## src/rtl/muldiv_pkg.sv

```systemverilog
// muldiv_pkg: shared definitions for the multiply/divide unit.
//   - op encodings for MULT/MULTU/DIV/DIVU
//   - FSM state type
//   - sign_fix(): conditional two's-complement negate on a wide vector.
//     Callers zero-extend into MD_MAXW bits and slice the low bits back out,
//     which is exact modulo 2^n. This bounds WIDTH to at most 64.
package muldiv_pkg;

  localparam logic [1:0] MD_MULT  = 2'b00;
  localparam logic [1:0] MD_MULTU = 2'b01;
  localparam logic [1:0] MD_DIV   = 2'b10;
  localparam logic [1:0] MD_DIVU  = 2'b11;

  typedef enum logic [1:0] {
    MD_IDLE = 2'd0,
    MD_RUN  = 2'd1,
    MD_FIX  = 2'd2
  } md_state_t;

  localparam int MD_MAXW = 130;

  function automatic logic [MD_MAXW-1:0] sign_fix(input logic [MD_MAXW-1:0] v,
                                                  input logic               neg);
    return neg ? (~v + 1'b1) : v;
  endfunction

endpackage

```

## src/rtl/muldiv_iter.sv

```systemverilog
// muldiv_iter: one combinational iteration of the multiply/divide datapath.
//   is_div   in  select restoring-divide step (1) or shift-add multiply step (0)
//   acc      in  2*WIDTH accumulator {upper, lower}
//   operand  in  multiplicand (multiply) or divisor (divide) magnitude
//   acc_next out accumulator after one step
// Multiply: lower half starts as the multiplier and is consumed LSB first;
// the product grows into the upper half as the pair shifts right.
// Divide: lower half starts as the dividend and is replaced by quotient bits
// from the right; the upper half holds the partial remainder.
module muldiv_iter
  import muldiv_pkg::*;
#(
  parameter int WIDTH = 32
) (
  input  logic               is_div,
  input  logic [2*WIDTH-1:0] acc,
  input  logic [WIDTH-1:0]   operand,
  output logic [2*WIDTH-1:0] acc_next
);

  logic [WIDTH:0]   sum;
  logic [WIDTH:0]   tmp;
  logic [WIDTH-1:0] diff;
  logic             ge;

  // Carry out of the add becomes the new MSB after the right shift.
  assign sum  = {1'b0, acc[2*WIDTH-1:WIDTH]} + (acc[0] ? {1'b0, operand} : '0);

  // Partial remainder shifted left with the next dividend bit; it can be
  // WIDTH+1 bits wide, but the difference always fits in WIDTH when ge.
  assign tmp  = {acc[2*WIDTH-1:WIDTH], acc[WIDTH-1]};
  assign ge   = tmp >= {1'b0, operand};
  assign diff = tmp[WIDTH-1:0] - operand;

  always_comb begin
    acc_next = {sum, acc[WIDTH-1:1]};
    if (is_div) begin
      if (ge) acc_next = {diff, acc[WIDTH-2:0], 1'b1};
      else    acc_next = {tmp[WIDTH-1:0], acc[WIDTH-2:0], 1'b0};
    end
  end

endmodule

```

## src/rtl/muldiv_unit.sv

```systemverilog
// muldiv_unit: iterative MULT/MULTU/DIV/DIVU with architectural HI/LO.
//   clk, rst_n        clock, async active-low reset
//   start, op         request and operation (sampled in IDLE only)
//   srcA, srcB        multiplicand/dividend, multiplier/divisor
//   flush             synchronous abort, highest priority
//   hi_we, lo_we,     MTHI/MTLO writes, honoured in IDLE only
//   wdata
//   busy, done        handshake; done is a one-cycle pulse with HI/LO valid
//   div_by_zero       set with done for a zero divisor, cleared on next start
//   hi, lo            HI/LO registers
// Build option MULDIV_FAST_MUL_EN: multiplies skip RUN and form the product
// directly in FIX; divide is unaffected.
//
// state   | meaning
// IDLE    | waiting for start, MTHI/MTLO writes accepted
// RUN     | one shift-add / shift-subtract step per cycle, WIDTH steps
// FIX     | apply result signs, write HI/LO, pulse done
module muldiv_unit
  import muldiv_pkg::*;
#(
  parameter int WIDTH = 32
) (
  input  logic             clk,
  input  logic             rst_n,
  input  logic             start,
  input  logic [1:0]       op,
  input  logic [WIDTH-1:0] srcA,
  input  logic [WIDTH-1:0] srcB,
  input  logic             flush,
  input  logic             hi_we,
  input  logic             lo_we,
  input  logic [WIDTH-1:0] wdata,
  output logic             busy,
  output logic             done,
  output logic             div_by_zero,
  output logic [WIDTH-1:0] hi,
  output logic [WIDTH-1:0] lo
);

  localparam int CW = $clog2(WIDTH);
  localparam logic [CW-1:0] CNT_LAST = CW'(WIDTH - 1);

  md_state_t          state;
  logic               is_div_r;
  logic [WIDTH-1:0]   a_r;
  logic [WIDTH-1:0]   mag_b;
  logic               neg_q;
  logic               neg_r;
  logic [2*WIDTH-1:0] acc;
  logic [2*WIDTH-1:0] acc_step;
  logic [2*WIDTH-1:0] full;
  logic [CW-1:0]      cnt;

  logic               sgn, sa, sb;
  logic [WIDTH-1:0]   in_mag_a, in_mag_b;
  logic [MD_MAXW-1:0] t_prod, t_quot, t_rem;
  logic               unused_bits;

  assign sgn      = (op == MD_MULT) || (op == MD_DIV);
  assign sa       = sgn & srcA[WIDTH-1];
  assign sb       = sgn & srcB[WIDTH-1];
  // The most-negative value maps onto itself, which read unsigned is correct.
  assign in_mag_a = sa ? -srcA : srcA;
  assign in_mag_b = sb ? -srcB : srcB;

  muldiv_iter #(.WIDTH(WIDTH)) u_iter (
    .is_div   (is_div_r),
    .acc      (acc),
    .operand  (mag_b),
    .acc_next (acc_step)
  );

`ifdef MULDIV_FAST_MUL_EN
  logic [WIDTH-1:0] mag_a;
  assign full = is_div_r ? acc : ((2*WIDTH)'(mag_a) * (2*WIDTH)'(mag_b));
`else
  assign full = acc;
`endif

  assign t_prod = sign_fix(MD_MAXW'(full), neg_q);
  assign t_quot = sign_fix(MD_MAXW'(full[WIDTH-1:0]), neg_q);
  assign t_rem  = sign_fix(MD_MAXW'(full[2*WIDTH-1:WIDTH]), neg_r);
  assign unused_bits = ^{t_prod[MD_MAXW-1:2*WIDTH], t_quot[MD_MAXW-1:WIDTH],
                         t_rem[MD_MAXW-1:WIDTH]};

  always_ff @(posedge clk or negedge rst_n) begin
    if (!rst_n) begin
      state       <= MD_IDLE;
      is_div_r    <= 1'b0;
      a_r         <= '0;
      mag_b       <= '0;
`ifdef MULDIV_FAST_MUL_EN
      mag_a       <= '0;
`endif
      neg_q       <= 1'b0;
      neg_r       <= 1'b0;
      acc         <= '0;
      cnt         <= '0;
      busy        <= 1'b0;
      done        <= 1'b0;
      div_by_zero <= 1'b0;
      hi          <= '0;
      lo          <= '0;
    end else begin
      done <= 1'b0;
      if (flush) begin
        state <= MD_IDLE;
        busy  <= 1'b0;
      end else begin
        case (state)
          MD_IDLE: begin
            if (hi_we) hi <= wdata;
            if (lo_we) lo <= wdata;
            if (start) begin
              is_div_r    <= op[1];
              a_r         <= srcA;
              mag_b       <= in_mag_b;
`ifdef MULDIV_FAST_MUL_EN
              mag_a       <= in_mag_a;
`endif
              neg_q       <= sa ^ sb;
              neg_r       <= sa;
              acc         <= {{WIDTH{1'b0}}, in_mag_a};
              cnt         <= '0;
              busy        <= 1'b1;
              div_by_zero <= 1'b0;
              state       <= MD_RUN;
`ifdef MULDIV_FAST_MUL_EN
              if (!op[1]) state <= MD_FIX;
`endif
            end
          end
          MD_RUN: begin
            acc <= acc_step;
            cnt <= cnt + CW'(1);
            if (cnt == CNT_LAST) state <= MD_FIX;
          end
          MD_FIX: begin
            state <= MD_IDLE;
            busy  <= 1'b0;
            done  <= 1'b1;
            if (is_div_r) begin
              if (mag_b == '0) begin
                hi          <= a_r;
                lo          <= '1;
                div_by_zero <= 1'b1;
              end else begin
                hi <= t_rem[WIDTH-1:0];
                lo <= t_quot[WIDTH-1:0];
              end
            end else begin
              hi <= t_prod[2*WIDTH-1:WIDTH];
              lo <= t_prod[WIDTH-1:0];
            end
          end
          default: begin
            state <= MD_IDLE;
            busy  <= 1'b0;
          end
        endcase
      end
    end
  end

endmodule

```

## config.mk

```make
export PLATFORM = sky130hd
export DESIGN_NAME = muldiv_unit
export DESIGN_NICKNAME = d
export VERILOG_FILES = /design/src/rtl/muldiv_pkg.sv /design/src/rtl/muldiv_iter.sv /design/src/rtl/muldiv_unit.sv
export SDC_FILE = /design/constraint.sdc
export NUM_CORES = 1
export LEC_CHECK = 0
export BUFFER_PORTS_ARGS = -buffer_cell sky130_fd_sc_hd__buf_2
export CORE_ASPECT_RATIO = 0.7
export CORE_MARGIN = 2
export CORE_UTILIZATION = 55
export DETAILED_ROUTE_END_ITERATION = 8
export GPL_TIMING_DRIVEN = 1
export PLACE_DENSITY = 0.85
export SYNTH_ARGS = -nofsm -noshare
export SYNTH_HDL_FRONTEND = slang
export SYNTH_HIERARCHICAL = 1
export SYNTH_SLANG_ARGS = --single-unit
```

## constraint.sdc

```tcl
create_clock -name clk -period 3.2 [get_ports clk]
set_clock_uncertainty 0.1 [all_clocks]
set_input_delay 0.16 -clock clk [delete_from_list [all_inputs] [get_ports clk]]
set_output_delay 0.16 -clock clk [all_outputs]
set_load 0.02 [all_outputs]
```

; Yosys cells after proc, flatten, opt, wreduce, memory -nomap -nowiden
; Cells that the tools add are included.
[totals]
ff_bits = 205
output_inout_bits = 67
word_cells = 87
in_bits = 104
[op_classes]
magnitude_cmp = 1
n_reduce_logical = 13
n_bitwise = 7
addsub = 8
n_mux = 33
n_eq_ne = 12
[op_table]
columns = cell, n
row1 = 32-bit 2-to-1 mux, 11
row2 = 64-bit 2-to-1 mux, 4
row3 = 32-bit case mux with 2 select lines, 2
row4 = 64-bit case mux with 2 select lines, 1
row5 = "32-bit by 1-bit adder with 32-bit output, second input constant", 2
row6 = "64-bit by 1-bit adder with 64-bit output, second input constant", 1
row7 = 32-bit negator, 2
row8 = 32-bit inverter, 2
row9 = 64-bit inverter, 1
row10 = 32-bit by 33-bit adder with 33-bit output, 1
row11 = 33-bit by 32-bit greater-or-equal comparator with 1-bit output, 1
row12 = 32-bit logical NOT, 1
row13 = 32-bit subtractor, 1
row14 = "2-bit inequality test, second input constant", 6
row15 = 3-bit AND reduction, 4
row16 = 5-bit case mux with 2 select lines, 1
row17 = 1-bit 2-to-1 mux, 7
row18 = 2-bit 2-to-1 mux, 3
row19 = "3-bit inequality test, second input constant", 2
row20 = "5-bit by 1-bit adder with 5-bit output, second input constant", 1
row21 = "5-bit == test, second input constant", 1
row22 = 5-bit 2-to-1 mux, 1
row23 = 5-bit AND reduction, 1
row24 = "2-bit == test, second input constant", 2
row25 = 10 further kinds, 15

; Longest topological paths before layout
[logic_depth]
ltp_word = 6
ltp_mapped = 16
mapped_depth_nobuf = 14

; Modules after synthesis
; Netlist, hierarchy kept.
[modules_own_cells]
columns = module, instances, area_each_um2, cells_each, seq_area_each_um2
row1 = muldiv_unit, 1, 11945.2, 1418, 5129.9
row2 = muldiv_iter, 1, 4767.1, 688, 0.0

; Worst setup path after synthesis
; No wires, ideal clock.
[synth_path]
kind = flip-flop to flip-flop
startpoint = register acc[0]
endpoint = register acc[61]
setup_time_ns = 0.121
t_required_ns = 2.979
arrival_ns = 3.251
path_stages_with_launch = 15
path_slack_ns = -0.272
period_less_slack_ns = 3.472
path_cell_list = dfrtp_1 > clkbuf_1 > and2_1 > ha_1 > fa_1 > a21oi_1 > o21ai_2 > a211oi_2 > nor4_1 > or3_1 > a221o_2 > a31oi_1 > xor2_1 > mux2i_1 > a22o_1
[synth_between]
elab_chain_cells = 4
[synth_rtl]
columns = item, line
row1 = from (decl), muldiv_unit.sv:49  ; logic [2*WIDTH-1:0] acc;
row2 = from (signal assigned), muldiv_unit.sv:123  ; acc <= {{WIDTH{1'b0}}, in_mag_a};
row3 = from (signal assigned), muldiv_unit.sv:134  ; acc <= acc_step;
row4 = 32-bit 2-to-1 mux, muldiv_iter.sv:27  ; assign sum = {1'b0, acc[2*WIDTH-1:WIDTH]} + (acc[0] ? {1'b0, operand} : '0);
row5 = 32-bit by 33-bit adder with 33-bit output, muldiv_iter.sv:27
row6 = 64-bit 2-to-1 mux, muldiv_iter.sv:37  ; if (is_div) begin
row7 = net acc_step[61], muldiv_unit.sv:50  ; logic [2*WIDTH-1:0] acc_step;
row8 = 64-bit case mux with 2 select lines, muldiv_unit.sv:110  ; case (state)
; The timed path passes the listed nets, and every way through them passes these cells.
; A chain may end at the register's enable or synchronous reset.

; Final worst setup path
; Ends and elaborated chain as after synthesis.

==> flow_summary.yaml <==
run_status:
  status: "finished with violations"
  violations: "setup timing"
place:
  postPlaceCellArea_um2: 19500
  io_buffers: 170
  dp_hpwl_um: 48700
  globalplace.congestion: 1.04
setup_path:
  setup.worst_path.class: "flip-flop to flip-flop"
  r2r-start: "acc[0]"
  endpoint: "acc[61]"
  reg2reg_to: "acc[61]"
  rrSetupSlack_ps: -310
  cp-start-kind: "flip-flop"
  crit_path_start: "acc[0]"
  critPathArrivalTime_ps: 3850
  cp_max_fo: 13
  r2r_cells: 13
  crit_path_end_kind: "flip-flop"
  critPathRequiredTime_ps: 3550
floorplan:
  die-area_um2: 31800
  start_util_pct: 55.8
  num_io_pins: 171
  die-height_um: 150
  core_area_um2: 30000
  fp.dieW_um: 212
  fp-row-count: 53
synthesis:
  yosys_warnings: 6
  syn_area_um2: 16700
  synth_area_leader_cell: "dfrtp_1"
  synth_area_per_cell_um2: 7.94
  synth_top_cell_area_share_pct: 30.7
  syn-num-nets: 2282
  ys_ff_latch: 205
  synthArstFlopShare_pct: 100
  ys_types: 83
  synth_flop_cell: "dfrtp_1"
  synth_area_leaders: "dfrtp_1, nand2_1, o21ai_0, xnor2_1, ha_1"
  postSynthCellCount: 2106
  synth-edff-count: 0
  synth_seq_area_share_pct: 30.7
timing:
  fmax_mhz: 285
  slew_headroom_pct: 25.8
  period_minus_slack_ps: 3510
  finalSetupViolations: 10
  rsz0062_at_grt: "yes"
  whs_ps: 55.4
  layout_setup_ws_ps: -306
  maxSlewViolCount: 0
  hold_viol_final: 0
  tightest_slew_ps: 1110
  period_share_pct: 110
cells_and_area:
  drive_above_1_share_pct: 26.0
  final_cell_mix: "nand2_1, buf_4, o21ai_0, dfrtp_1, buf_2"
  num-fill-cells: 2059
  area_growth_pct: 33.9
  design_area_um2: 22400
  finalNetCount: 2721
  final_common_cell: "nand2_1"
clock_tree:
  clkTransAtPathRegs_ps: 70
  clkLatencyLatePin_ps: 560
  ctsRootBufferMaster: "clkbuf_16"
  clk_path_buf_depth: 3
  cts-buffers-inserted: 24
  clock_sink_count: 205
  cts_tree: "built"
  h-tree-depth: 1
routing:
  firstDrtPassIters: 7
  met3_wirelength_um: 12000
  vias: 19600
  drt-total-wl_um: 70600
  drt-met1-wl_um: 27800
  viasPerCell: 6.58
  drt_iter0_markers: 2769
  top_layer: "met4"
  drcViolationCount: 0
  ant_nets: 0
  route.met2.wl_um: 28500
  wl_per_cell_um: 23.7
hold_path:
  hp-class: "input pin to flip-flop"
power_and_ir_drop:
  ir_worst_vdd_mv: 0.425
  total_leakage_power_nw: 10.1
  cellPowerDensity_nw_per_um2: 809
grt:
  antenna_found_initial: 3
  grt_pass1_vias: 18100
  grt_pass1_wl_um: 104000
  grt_overflow: 0
  grt_max_degree: 78
  grt_use_total_pct: 42.4
job:
  drv_cap: 0
-- flip-flops by register name, summed over array words and instances (netlist names) --
name,flops
div_by_zero,1
a_r,32
mag_b,32
cnt,5
lo,32
neg_q,1
is_div_r,1
state,2
busy,1
done,1
acc,64
hi,32
neg_r,1
-- what timing repair did --
action	CTS	global route
buffers inserted	8	17
hold endpoints to repair	215	0
setup endpoints to repair	34	46
pin swaps	14	46
cloned	0	4
resized for setup	29	104
hold buffers	104	0
-- per-layer routing --
layer  up-vias  GRT usage, %
met1      9302          59.0
met3       250          18.3
met2      1613          59.8
met5         -             0
met4         0          11.4
li1       8433             -
-- critical path, stage by stage, from the launching register on --
cell and delay (ps):
dfrtp_2 430, buf_12 160, and2_4 140, ha_4 220, a2111oi_4 390, o21ai_2 140
a211oi_2 300, nor4_2 100, or3_4 360, a221o_2 400, a31oi_4 190, xor2_1 160
mux2i_1 90, a22o_1 220
-- stage by stage --
stage	power, mW	cells	worst slack, ps	utilization [%]	TNS [ps]
finish	18.1	2977	-306	74.6	-1740
global placement	13.1	2798	-250	65.2	-1830
detailed placement	13.4	2798	-334	65.2	-3830
floorplan	9.67	2106	-114	-	-122
CTS	16.6	2954	-247	72.2	-1020
global route	18.9	2977	-408	74.6	-3520
-- worst min path at each step --
| stage | startpoint | endpoint | slack [ps] | cells past startpoint |
|---|---|---|---|---|
| after floorplan | rst_n | a_r[0] | -240 | 0 |
| after global placement | rst_n | acc[40] | 130 | 1 |
| after detailed placement | rst_n | acc[41] | 130 | 1 |
| after CTS | srcB[7] | mag_b[7] | 10 | 3 |
| after global routing | srcB[5] | mag_b[5] | 50 | 3 |
| final | srcB[4] | mag_b[4] | 60 | 3 |
-- kinds of logic after synthesis --
group | Yosys count | synth area share [%]
flops | 205 | 30.7
mux | 68 | 4.30
xor+xnor | 202 | 10.6
compound gates | 634 | 24.1
buf+inv | 197 | 4.64
simple gates | 728 | 20.2
fa+ha+maj | 72 | 5.48
-- synth_stat cells (30+ instances only) --
master    number
a22o_1        30
mux2i_1       38
xnor2_1      106
mux2_2        30
inv_1         56
ha_1          70
and2_1        37
o21ai_0      202
clkbuf_1     122
o22ai_1       46
nand3_1       30
dfrtp_1      205
nor2_1       155
xor2_1        96
nor3_1        57
a21oi_1      143
nand2_1      305
-- power breakdown --
group          leakage, nW  internal, mW  switching [mW]
Combinational         7.20          5.10            6.22
Clock                0.392          1.67            1.29
Sequential            2.53          3.13           0.694
-- final cells by class --
class | count | area [µm²] | area share (%)
Inverter | 57 | 214 | 0.956
Antenna cell | 2 | 5.00 | 0.0224
Timing Repair Buffer | 553 | 4170 | 18.6
Clock inverter | 14 | 155 | 0.694
Clock buffer | 30 | 674 | 3.01
Tap cell | 412 | 515 | 2.30
Sequential cell | 205 | 5150 | 23.0
Multi-Input combinational cell | 1704 | 11500 | 51.4
Power figures use the tool's default switching activity.
